<file path="src/rtl/btn_debouncer.sv">
// btn_debouncer
//   Cleans up raw keypad/button inputs for the lock FSM. The raw pins are
//   synchronised into the clk_in domain. An internal counter produces a
//   one-cycle sample strobe (tick), so no divided clock is ever used as a
//   clock. On each tick, every button is compared with its debounced level.
//   The level only changes after STABLE_CNT consecutive mismatching ticks.
//   One-cycle press/release pulses are registered alongside the level.
//
// Ports
//   clk_in       in   1        system clock
//   rst          in   1        synchronous reset, active-high
//   btn_raw      in   NUM_BTN  asynchronous raw button inputs, 1 = pressed
//   btn_level    out  NUM_BTN  debounced level (registered)
//   btn_press    out  NUM_BTN  one-cycle pulse on each debounced 0->1
//   btn_release  out  NUM_BTN  one-cycle pulse on each debounced 1->0
//   tick         out  1        one-cycle sample strobe, period TICK_DIV
module btn_debouncer #(
  parameter int NUM_BTN    = 4,
  parameter int TICK_DIV   = 125000,
  parameter int STABLE_CNT = 4,
  parameter int CNT_W      = 17
) (
  input  logic               clk_in,
  input  logic               rst,
  input  logic [NUM_BTN-1:0] btn_raw,
  output logic [NUM_BTN-1:0] btn_level,
  output logic [NUM_BTN-1:0] btn_press,
  output logic [NUM_BTN-1:0] btn_release,
  output logic               tick
);

  localparam int SC_W = $clog2(STABLE_CNT) + 1;
  localparam logic [CNT_W-1:0] CNT_LAST  = CNT_W'(TICK_DIV - 1);
  localparam logic [SC_W-1:0]  STAB_LAST = SC_W'(STABLE_CNT - 1);

  // Sample-strobe divider
  logic [CNT_W-1:0] cnt_reg;

  // The strobe is decoded straight from the counter. It is therefore high
  // in exactly the cycle where cnt_reg == TICK_DIV-1.
  assign tick = (cnt_reg == CNT_LAST);

  always_ff @(posedge clk_in) begin
    if (rst) begin
      cnt_reg <= '0;
    end else if (tick) begin
      cnt_reg <= '0;
    end else begin
      cnt_reg <= cnt_reg + CNT_W'(1);
    end
  end

  // Two-flop synchroniser for the asynchronous pins
  logic [NUM_BTN-1:0] sync1_reg;
  logic [NUM_BTN-1:0] sync2_reg;

  always_ff @(posedge clk_in) begin
    if (rst) begin
      sync1_reg <= '0;
      sync2_reg <= '0;
    end else begin
      sync1_reg <= btn_raw;
      sync2_reg <= sync1_reg;
    end
  end

  // Per-button stability counter, level and edge pulses
  for (genvar gi = 0; gi < NUM_BTN; gi++) begin : g_btn
    logic [SC_W-1:0] stab_reg;
    logic [SC_W-1:0] stab_next;
    logic            level_reg;
    logic            level_next;
    logic            press_reg;
    logic            press_next;
    logic            release_reg;
    logic            release_next;

    always_comb begin
      stab_next    = stab_reg;
      level_next   = level_reg;
      press_next   = 1'b0;
      release_next = 1'b0;
      if (tick) begin
        if (sync2_reg[gi] == level_reg) begin
          // Any agreeing sample breaks the run of mismatches.
          stab_next = '0;
        end else if (stab_reg == STAB_LAST) begin
          // This tick completes the run of STABLE_CNT mismatches.
          stab_next    = '0;
          level_next   = sync2_reg[gi];
          press_next   = sync2_reg[gi];
          release_next = ~sync2_reg[gi];
        end else begin
          stab_next = stab_reg + SC_W'(1);
        end
      end
    end

    always_ff @(posedge clk_in) begin
      if (rst) begin
        stab_reg    <= '0;
        level_reg   <= 1'b0;
        press_reg   <= 1'b0;
        release_reg <= 1'b0;
      end else begin
        stab_reg    <= stab_next;
        level_reg   <= level_next;
        press_reg   <= press_next;
        release_reg <= release_next;
      end
    end

    assign btn_level[gi]   = level_reg;
    assign btn_press[gi]   = press_reg;
    assign btn_release[gi] = release_reg;
  end

endmodule

</file>
<file path="config.mk">
export PLATFORM = sky130hd
export DESIGN_NAME = btn_debouncer
export DESIGN_NICKNAME = d
export VERILOG_FILES = /design/src/rtl/btn_debouncer.sv
export SDC_FILE = /design/constraint.sdc
export NUM_CORES = 1
export LEC_CHECK = 0
export ABC_AREA = 1
export CELL_PAD_IN_SITES_DETAIL_PLACEMENT = 0
export CELL_PAD_IN_SITES_GLOBAL_PLACEMENT = 2
export CORE_ASPECT_RATIO = 0.5
export CORE_MARGIN = 3
export CORE_UTILIZATION = 32
export CTS_CLUSTER_SIZE = 25
export DETAILED_ROUTE_END_ITERATION = 6
export GPL_TIMING_DRIVEN = 0
export PLACE_DENSITY_LB_ADDON = 0.15
export SLEW_MARGIN = 10
export SYNTH_ARGS = -nofsm -noshare
export SYNTH_HDL_FRONTEND = slang
export SYNTH_SLANG_ARGS = --single-unit
</file>
<file path="constraint.sdc">
create_clock -name clk_in -period 1.6 [get_ports clk_in]
set_clock_uncertainty 0.05 [all_clocks]
set_input_delay 0.24 -clock clk_in [delete_from_list [all_inputs] [get_ports clk_in]]
set_output_delay 0.24 -clock clk_in [all_outputs]
set_load 0.01 [all_outputs]
</file>
Word-level counts from Yosys, hierarchy flattened:

Index checks and enable logic that the tools add are counted.

* flip-flop bits (word level): 49
* input port bits: 6
* output and inout bits: 13
* logic and storage cells: 63

* add/sub/neg operators: 5
* eq/ne operators: 9
* multiplexer cells: 8
* bitwise logic cells: 13
* reduce and logical (&&, ||, !) cells: 9

Operators by type and width (number)
* $mux W3: 8
* $add A17 B1 Y17 const B: 1
* $eq A17 B17 Y1 const B: 1
* $reduce_or A4 Y1: 4
* $not A1 Y1: 13
* $add A3 B1 Y3 const B: 4
* $eq A3 B2 Y1 const B: 4
* $reduce_and A3 Y1: 4
* $eq A1 B1 Y1: 4
* $reduce_or A2 Y1: 1

Longest topological paths before layout:

* word-level depth: 3
* depth in mapped cells: 9
* gate-level depth less buffers: 9

Worst setup path before layout:

OpenSTA, ideal clock, no wires.

* kind: flip-flop to flip-flop
* start: register cnt_reg[0]
* end: register cnt_reg[16]
* setup time: 0.122 ns
* arrival: 1.258 ns
* data required time: 1.428 ns
* path slack: 0.170 ns
* stages on the path, launching flop included: 10
* buffers on the path: 1
* period minus slack after synthesis: 1.430 ns
* cells stage by stage: dfxtp_1 > ha_1 > inv_2 > nor2_1 > nand2_1 > nor2_4 > nand2_2 > nand2_4 > buf_6 > a21oi_1

* cells in the longest elaborated chain, start to end: 2
* elaborated cells between the ends (all ways): 3
* classes of those cells: add/sub (1); eq/ne (1); reduce/logical (1)

Ends and longest elaborated chain
* start: declaration: line 37 `logic [CNT_W-1:0] cnt_reg;`
* start signal: assignment: line 49 `cnt_reg <= cnt_reg + CNT_W'(1);`
* branches (longest 2 deep; another with $add A17 B1 Y17)

Several ways; the timed one is not identified.
A chain may end at the register's enable or synchronous reset.

Worst setup path in the final report:

* start: register cnt_reg[3]
* end: output port tick

* cells in the longest elaborated chain, start to end: 1

Ends and longest elaborated chain
* $eq A17 B17 Y1: line 41 `assign tick = (cnt_reg == CNT_LAST);`
* end: declaration: line 29 `output logic tick`

Every way passes these cells.

==> reports/summary.md <==
The critical path launch point type is a flop. Of all nets on the critical path, the largest fanout is 4. Traced cell by cell, the critical path runs through inv_1 -> nand2_1 -> nor2_1 -> nand2_1 -> nor2_4 -> buf_6 -> buf_6. Max-cap violations in this run came to 0. The run gives 2 as the maximum level of the CTS H-tree.

Entering global routing, the biggest net connects 16 pins. Setup violations remaining at the end of the flow were counted as 13. The floorplan step defined a die boundary enclosing 8140 um^2. The synthesized area per cell was 7.03 um^2; the number of standard-cell rows in the floorplan was 20. After synthesis, the netlist uses 25 different library cells. 19 I/O pins were placed. The combined global-route utilization of all metal layers is 0.131, and the total number of vias is 1963.

For this run, the top clock speed supported by timing is 607 MHz. The worst hold slack came out at 0.353 ns. Post-synthesis instance area: 2250 um^2.

The clock net in this run drives a total of 49 sinks. The count of nets left with antenna violations once routing finished came out at 0. The kind of capture point of the worst setup path is a primary output. For the sequential-to-total area share from yosys stat, the log shows 0.436. The master cell of the clock root buffer was clkbuf_16. The tools report the detailed-router iteration count before antenna repair as 4.

The worst hold path passes through 2 cells. The run gives 0.359 mV as the maximum vdd drop. Summed over all cells, the static leakage comes to 1.27 nW. The power per cell area came out at 859 nW/um^2. By startpoint and endpoint, the worst setup path is classified as flop to primary output. The max-slew headroom at the worst pin came out at 0.616.

The layout-stage area growth over the synthesis result was 35.1%. The slowest stage of the critical path is the dfxtp_2 cell. The tools report the utilization after layout as 0.473.

In this run, the number of DRC markers left after iteration 0 of detailed routing was 106. The min-delay analysis places its worst path in the category flop to flop. Clock-pin slew was measured on the worst setup and hold paths at 0.07 ns. For flop-to-flop paths, the worst setup slack is -0.03 ns. dfxtp_1 takes more of the synthesized area than any other cell. The completed layout was analyzed and its total power is 2.61 mW.

The flow ran to the end, but the final reports show violations. The final critical path time including I/O delays and setup was 1.65 ns. The critical register-to-register path endpoint was cnt_reg[6].

The area share of the largest cell type after synthesis came out at 0.436. The final-layout fill cell count is 652, and the longest individual stage delay on the worst path is 0.34 ns. Setup repair after global routing could not meet its margin everywhere.

The number of slew-limit violations in the final report is 0. The core region is 6430 um^2. The worst reg2reg path depth was 10; the starting density of the core was 0.350. TritonCTS built the clock tree. The run gives 0 as the number of antenna repair diodes. In this run the deepest clock path goes through 2 buffers. The synthesized design contains 49 register bits. The number of nets handed over by synthesis was 331. For this run, the number of Yosys warnings is 0. Using the TritonRoute via totals, the vias-per-cell ratio works out to 4.39.

In the routed design, unresolved DRC markers number 0. The multi-input combinational cells in the finished layout cover a total of 1130 um^2. The routed design has 5090 um of wire. The number of antenna violations at the first check in global routing was 0; the arrival time at the worst endpoint was 1.36 ns. The tools report the origin of the worst min-delay path as sync1_reg[1].

Number of port buffers: 18. The register with the most flip-flops in the layout has 17 of them. In the final routed layout, each cell accounts on average for 11.4 um. After routing, the total negative slack on setup checks comes to -0.207 ns. Sorting the synthesized cells by area gives the leading types as dfxtp_1, nand2_1, nor2_1. For the insertion delay of the later-clocked pin in the worst-skew pair, the log shows 0.29 ns. The number of endpoints with negative hold slack in the final report is 0, and the post-placement worst setup slack is -0.560 ns. Across the whole layout, storage elements account for 1000 um^2. The floorplan step set the die height to 65.3 um.

The wire-length estimate of the detail-placed layout is 3420 um. The final layout net count is 369. The number of global-route vias before repair came out at 1824.

In this run the critical register-to-register path is launched from cnt_reg[0]. The period utilization was 1.03. The layout cell share with drive strength beyond 1 was 0.234; the required time of the critical path was 1.31 ns. The cell count after synthesis is 320, and the number of buffers added by the clock tree synthesis step is 5.

The checks that failed: negative setup slack. The run gives 8550 um as the wire length of the first global-routing pass. The worst hold path terminates at sync2_reg[1].

Horizontal die dimension: 125 um. The slew at the pin closest to its max-slew limit came out at 0.575 ns. Routability-driven placement finished with a final weighted congestion of 0.801. Worst-case setup margin in the final layout: -0.0481 ns. The global-route congestion overflow total was 0.
-- cells in the final DEF, fill, tap and decap left out, types with 2 or more instances in the layout --
cell	n
nand2_1	64
nor2_1	53
inv_1	45
dfxtp_1	37
nand3_1	19
buf_4	19
clkdlybuf4s50_1	17
o21ai_0	12
dfxtp_2	10
nor2_2	9
buf_6	7
nor3_1	7
nor3_2	7
clkbuf_16	6
nor2_4	5
nand4_1	5
inv_2	4
ha_1	4
a21oi_2	3
nand3_4	3
xor2_1	3
clkbuf_1	2
xnor2_1	2
dfxtp_4	2
-- stage by stage --
stage / cell area, um^2 / instances
global placement: 2540 / 426
detailed placement: 2540 / 426
finish: 3040 / 447
floorplan: 2250 / 320
global route: 3040 / 447
CTS: 2820 / 441
-- metal layers --
metal | global-route usage | wire, um
met1 | 0.176 | 2620
met4 | 0.0287 | 15
met2 | 0.209 | 2300
met3 | 0.0390 | 143
met5 | 0 | 0
-- power by group --
group	total (mW)	switching [mW]	internal [mW]
Clock	1.25	0.466	0.781
Combinational	0.119	0.0639	0.0554
Sequential	1.25	0.0128	1.23
-- kinds of logic after synthesis --
logic type | Yosys count | synth area share
adders and majority gates | 5 | 0.0278
AOI/OAI and AO/OA | 18 | 0.0422
buffers and inverters | 66 | 0.135
DFF | 49 | 0.436
and+or+nand+nor | 177 | 0.340
xor gates and xnor gates | 5 | 0.0195
-- cell type report --
type                            instances  share of cell area
Inverter                               50              0.0617
Clock buffer                            6              0.0457
Buffer                                 16              0.0407
Clock inverter                          2              0.0123
Multi-Input combinational cell        205               0.370
Sequential cell                        49               0.329
Timing Repair Buffer                   31               0.104
Tap cell                               88              0.0362
-- cells in the mapped netlist (all sizes together) --
library cell,instances
ha,5
xnor2,2
xor2,3
a21oi,4
inv,49
nor3,15
nand3b,1
o21bai,1
clkinv,1
nand3,23
o21ai,12
nor2,67
buf,14
dfxtp,49
a21boi,1
nand4,5
nand2,66
clkbuf,2
-- critical path: cells and delay by family (launching register included) --
family                 cells  cell delay [ns]
and+or+nand+nor            4             0.43
DFF                        1             0.34
buffers and inverters      3             0.31
-- worst max path at each step --
| stage | slack [ns] | depth (start not counted) | to | from |
|---|---|---|---|---|
| detailed placement | -0.56 | 7 | tick | cnt_reg[0] |
| CTS | -0.05 | 7 | tick | cnt_reg[1] |
| global route | -0.14 | 11 | g_btn[3].level_reg | cnt_reg[0] |
| finish | -0.05 | 7 | tick | cnt_reg[3] |
| global placement | -0.59 | 7 | tick | cnt_reg[0] |
| floorplan | 0.17 | 9 | cnt_reg[16] | cnt_reg[0] |
-- what timing repair did --
item	4_1_cts	5_1_grt
setup buffers	8	5
hold buffers	0	0
endpoints found under the setup margin	29	42
pin swaps	6	12
gates cloned	0	1
resized for setup	20	43
Note: power is estimated with default switching activity, not from simulation.
